### config.mk
export PLATFORM = sky130hd
export DESIGN_NAME = score_counter
export DESIGN_NICKNAME = d
export VERILOG_FILES = /design/src/rtl/score_counter.sv
export SDC_FILE = /design/constraint.sdc
export NUM_CORES = 1
export LEC_CHECK = 0
export BUFFER_PORTS_ARGS = -buffer_cell sky130_fd_sc_hd__clkbuf_2
export CORE_ASPECT_RATIO = 1.2
export CORE_MARGIN = 10
export CORE_UTILIZATION = 25
export DETAILED_ROUTE_END_ITERATION = 7
export MAX_ROUTING_LAYER = met4
export PLACE_DENSITY = 0.45
export SYNTH_ARGS = -nofsm -noshare
export SYNTH_HDL_FRONTEND = slang
export SYNTH_SLANG_ARGS = --single-unit
### constraint.sdc
create_clock -name i_clk -period 1.9 [get_ports i_clk]
set_input_delay 0 -clock i_clk [delete_from_list [all_inputs] [get_ports i_clk]]
set_output_delay 0 -clock i_clk [all_outputs]
set_load 0.01 [all_outputs]
### src/rtl/score_counter.sv
// Purpose: game score FSM (IDLE/PLAY/OVER) with tap/hold scoring, saturation and high-score tracking.
// Latency: every output is registered and reflects inputs sampled one i_clk edge earlier.
// Backpressure: none; inputs are pulses or levels and are consumed in the cycle they are seen.
module score_counter #(
  parameter int HOLD_FRAMES = 8,
  parameter int MAX_SCORE   = 99
) (
  input  logic       i_clk,
  input  logic       i_rst_n,
  input  logic       i_frame_tick,
  input  logic       i_move,
  input  logic       i_collision,
  input  logic       i_start,
  output logic [6:0] o_score,
  output logic [6:0] o_high_score,
  output logic       o_playing,
  output logic       o_game_over,
  output logic       o_new_high
);

  typedef enum logic [1:0] {
    IDLE = 2'd0,
    PLAY = 2'd1,
    OVER = 2'd2
  } state_t;

  localparam logic [6:0] SCORE_MAX = 7'(MAX_SCORE);
  // The counter counts held ticks after the press; when it already sits at
  // the last value the next held tick scores, giving one point per HOLD_FRAMES.
  localparam logic [3:0] HOLD_LAST = 4'(HOLD_FRAMES - 1);

  state_t     state;
  logic [3:0] hold_cnt;
  logic       move_prev;
  logic       inc_req;

  // A scoring event on this frame tick: fresh press, or hold period elapsed.
  always_comb begin
    inc_req = 1'b0;
    if (i_frame_tick && i_move) begin
      inc_req = !move_prev || (hold_cnt == HOLD_LAST);
    end
  end

  // Game FSM with all outputs registered; collision outranks start and scoring.
  always_ff @(posedge i_clk) begin
    if (!i_rst_n) begin
      state        <= IDLE;
      o_score      <= 7'd0;
      o_high_score <= 7'd0;
      o_playing    <= 1'b0;
      o_game_over  <= 1'b0;
      o_new_high   <= 1'b0;
      hold_cnt     <= 4'd0;
      move_prev    <= 1'b0;
    end else begin
      o_new_high <= 1'b0;
      case (state)
        IDLE, OVER: begin
          if (i_start) begin
            state       <= PLAY;
            o_playing   <= 1'b1;
            o_game_over <= 1'b0;
            o_score     <= 7'd0;
            hold_cnt    <= 4'd0;
            move_prev   <= 1'b0;
          end
        end
        PLAY: begin
          if (i_collision) begin
            state       <= OVER;
            o_playing   <= 1'b0;
            o_game_over <= 1'b1;
            if (o_score > o_high_score) begin
              o_high_score <= o_score;
              o_new_high   <= 1'b1;
            end
          end else if (i_frame_tick) begin
            move_prev <= i_move;
            if (!i_move) begin
              hold_cnt <= 4'd0;
            end else if (inc_req) begin
              hold_cnt <= 4'd0;
              if (o_score < SCORE_MAX) begin
                o_score <= o_score + 7'd1;
              end
            end else begin
              hold_cnt <= hold_cnt + 4'd1;
            end
          end
        end
        default: begin
          state       <= IDLE;
          o_playing   <= 1'b0;
          o_game_over <= 1'b0;
        end
      endcase
    end
  end

endmodule

Word level (Yosys, flattened, before mapping)
Index checks and enable logic that the tools add are counted.
{"block": "op_classes", "eq_ne": 10, "addsub": 2, "n_lt_le_gt_ge": 2, "n_reduce_logical": 11, "mux": 27}
{"cell": "2-to-1 mux 7 bit", "n": 6}
{"cell": "2-to-1 mux 4 bit", "n": 5}
{"cell": "!= test 2 bit, second input constant", "n": 7}
{"cell": "case mux 7 bit (2 select lines)", "n": 1}
{"cell": "2-to-1 mux 1 bit", "n": 8}
{"cell": "case mux 4 bit (2 select lines)", "n": 1}
{"cell": "adder 7 x 1 -> 7 bit, second input constant", "n": 1}
{"cell": "greater-than comparator 7 bit", "n": 1}
{"cell": "< comparator 7 bit, second input constant", "n": 1}
{"cell": "AND reduction 7 bit", "n": 1}
{"cell": "case mux 1 bit (2 select lines)", "n": 3}
{"cell": "AND reduction 3 bit", "n": 2}
{"cell": "adder 4 x 1 -> 4 bit, second input constant", "n": 1}
{"cell": "equality test 4 x 3 -> 1 bit, second input constant", "n": 1}
{"cell": "2-to-1 mux 2 bit", "n": 2}
{"cell": "case mux 2 bit (2 select lines)", "n": 1}
{"cell": "AND reduction 4 bit", "n": 1}
{"cell": "equality test 2 x 1 -> 1 bit, second input constant", "n": 1}
{"cell": "equality test 2 bit, second input constant", "n": 1}
{"cell": "logical NOT 2 bit", "n": 1}
{"cell": "AND reduction 2 bit", "n": 1}
{"cell": "nonzero test 2 bit", "n": 1}
{"cell": "OR reduction 2 bit", "n": 1}
{"cell": "logical AND 1 bit", "n": 1}
{"cell": "other kinds (2)", "n": 2}
{"block": "word_totals", "register_bits": 24, "elab_cells": 60, "input_bits": 6, "output_inout_bits": 17}

Logic depth before layout (Yosys ltp)
{"block": "depth", "ltp_word": 8, "mapped_depth": 7, "ltp_nobuf": 6}

Worst setup path before layout
No wires, ideal clock.
{"block": "synth_timing", "path_kind": "register -> register", "startpoint": "register hold_cnt[0]", "endpoint": "register o_score[0]", "synth_period_minus_slack_ns": 1.680, "setup_slack_ns": 0.220, "setup_time_ns": 0.136, "stages_incl_launch_ff": 6, "t_required_ns": 1.764, "t_arrival_ns": 1.544, "cell_sequence": "dfxtp_1 ha_1 nand3b_4 a2111o_1 o21ai_0 o32ai_1"}
{"block": "synth_via", "elab_chain_len": 5}
{"element": "from (decl)", "line": "33", "text": "logic [3:0] hold_cnt;"}
{"element": "from (signal assigned)", "line": "88", "text": "hold_cnt <= hold_cnt + 4'd1;"}
{"element": "equality test 4 x 3 -> 1 bit", "line": "41", "text": "inc_req = !move_prev || (hold_cnt == HOLD_LAST);"}
{"element": "logical OR 1 bit", "line": "41"}
{"element": "2-to-1 mux 1 bit", "line": "40", "text": "if (i_frame_tick && i_move) begin"}
{"element": "!= test 2 bit (no line)"}
{"element": "AND reduction 7 bit (no line)"}
{"element": "to (signal assigned)", "line": "85", "text": "o_score <= o_score + 7'd1;"}
{"element": "to (decl)", "line": "14", "text": "output logic [6:0] o_score,"}
No other way between the ends.
A chain may end at the register's enable or synchronous reset.

Final worst setup path
{"block": "layout_timing", "startpoint": "register hold_cnt[0]", "endpoint": "register o_score[4]"}
Same word-level chain as after synthesis.

==> metrics.csv <==
metric,value,unit
outcome,finished clean,
grt-ovfl-total,0,
hold_class,primary input to flop,
drive_gt1_share,23.5,%
syn_to_final_growth,21.6,%
maxSlewHeadroom,70.0,%
synth-seq-cells,23,
diodes,0,
vias,1201,
cellLeakagePower,0.000661,µW
worst_pin_slew,0.448,ns
initial_utilization,26.2,%
cpPeakStageDelay,0.49,ns
place_inst,239,
setup_viol,0,
worstPathArrival,1.97,ns
drt_iter0_drc,83,
synth_warnings,0,
n_fill_cell,535,
ant_nets,0,
clkTransAtPathRegs,0.08,ns
cp-end-kind,flop,
syn_nets,168,
rsz0062_at_grt,false,
synth-seq-area-share,35.0,%
synth_edf_count,0,
route.detailed.drc,0,
ys_types,39,
worstSetupStartpointType,flop,
root_buffer,clkbuf_8,
clock_skew,0.00295,ns
cts.sinks,23,
ir_worst_vdd,259,µV
hold_viol_final,0,
path_class,flop to flop,
p_per_area,549,nW/µm²
crit_slowest_cell,a2111o_1,
post-route-min-period,1.76,ns
critPathMaxFanout,7,
avgViaCountPerCell,4.94,
cts_buffer_depth,2,
cts_buffers,3,
cap_violations,0,
final-instance-count-excl-fill,243,
ys.flop_type,dfxtp_1,
drv_slew,0,
die_x,86.2,µm
async_reset_ff_share,0,%
die_h,99.5,µm
rows,28,
utilization,31.9,%
fp.coreArea,5010,µm²
grt_pass1_vias,1176,
first_pass_iters,4,
finalCritPeriodShare,92.4,%
antenna_found_initial,0,
num_io_pins,23,
postCtsSetupBuffers,0,
grtUsageTotal,7.89,%
nNetsFinal,199,
crit_required,2.12,ns
wire_per_inst,13.6,µm
final_common_cell,nand2_1,
power,878,µW
die-area,8570,µm²
netlist_area,1320,µm²
final_cell_mix,"23 x nand2_1, 22 x clkbuf_2, 21 x dfxtp_1",
clk_latency,0.27,ns
synth_area_per_cell,8.59,µm²
wirelength,3300,µm
clock.fmax,0.570,GHz
cts_tree,yes,
synth_cells,153,
htreeDepth,1,
dp_hpwl,2520,µm
worstPathCellList,ha_2 -> nand3b_4 -> a2111o_1 -> o41ai_2 -> o21a_1,
grt_pass1_wl,5480,µm
port_buffers,22,
grt_start_max_net_pins,26,
gp_congestion,0.770,
stage by stage:
stage	setup TNS, ns	setup slack, ns	hold WS [ns]	area (µm²)
2_1_floorplan	0	0.220	0.171	1320
3_3_place_gp	0	0.0315	0.301	1550
3_5_place_dp	-0.0115	-0.0115	0.312	1550
4_1_cts	0	0.0585	0.0268	1590
5_1_grt	0	0.00682	0.0484	1600
6_report	0	0.145	0.0236	1600
cells in the mapped netlist, drive strengths merged, types with 3 or more instances:
master | count | share of area, %
dfxtp | 23 | 35
nand2 | 23 | 6.6
a21oi | 11 | 4.2
ha | 9 | 8.6
inv | 9 | 2.6
nand3 | 8 | 3.0
mux2i | 7 | 5.3
nor2 | 7 | 2.0
o21a | 6 | 3.4
and2 | 4 | 1.9
clkbuf | 4 | 1.1
nand3b | 4 | 3.2
o21ai | 4 | 1.5
nor2b | 3 | 1.4
o211ai | 3 | 1.7
worst paths after layout:
check                        from         endpoint  slack [ns]  depth (start not counted)
hold / removal            i_rst_n  o_high_score[6]        0.02                          3
hold reg to reg   o_high_score[4]  o_high_score[4]        0.48                          2
setup reg to reg      hold_cnt[0]       o_score[4]        0.14                          5
setup / recovery      hold_cnt[0]       o_score[4]        0.14                          5
report_power, final:
group	total (µW)	internal, µW	switching [µW]
Clock	313	150	163
Sequential	493	487	6.51
Combinational	71.8	27.3	44.5
Total	878	664	214
cells by family (layout without fill, tap and decap cells):
kind of cell	after synthesis	in the layout	share of synthesized area [%]
AND/OR/NAND/NOR	63	63	26.4
AO/OA/AOI/OAI	37	37	20.6
flip-flops	23	23	35.0
buffers and inverters	14	44	4.09
adder cells (fa/ha/maj)	9	9	8.56
multiplexers	7	7	5.33
routing by layer:
metal / share of wire [%] / routed length, µm / up-vias / track usage (%)
met3: 4.8 / 158 / 3 / 2.04
met2: 48 / 1580 / 34 / 12.8
met4: 0.64 / 21 / 0 / 1.87
met1: 47 / 1550 / 546 / 9.52
li1: - / - / 618 / -
met5: 0 / 0 / - / -
worst max-delay path: cells and delay by family (launching register included):
family                   cells  cell delay, ns
flip-flops                   1            0.36
AO/OA/AOI/OAI                3            1.03
AND/OR/NAND/NOR              1            0.10
adder cells (fa/ha/maj)      1            0.21
sequential cells by signal, indices dropped and copies added, names as in the netlist:
signal and flops:
o_new_high 1, state 2, o_score 7, o_playing 1
hold_cnt 4, move_prev 1, o_high_score 7
final cells by class:
cell class                      instances  area (µm²)  area share [%]
Tap cell                               60        75.1            4.69
Sequential cell                        23         463            29.0
Clock buffer                            4        45.0            2.82
Multi-Input combinational cell        116         805            50.3
Inverter                                9        33.8            2.11
Timing Repair Buffer                   31         178            11.1
repair_timing:
action,4_1_cts,5_1_grt
gates resized for setup,1,4
endpoints found under the setup margin,3,11
pin swaps,0,2
hold buffers,0,0
cloned,0,0
(Power assumes the default switching activity.)
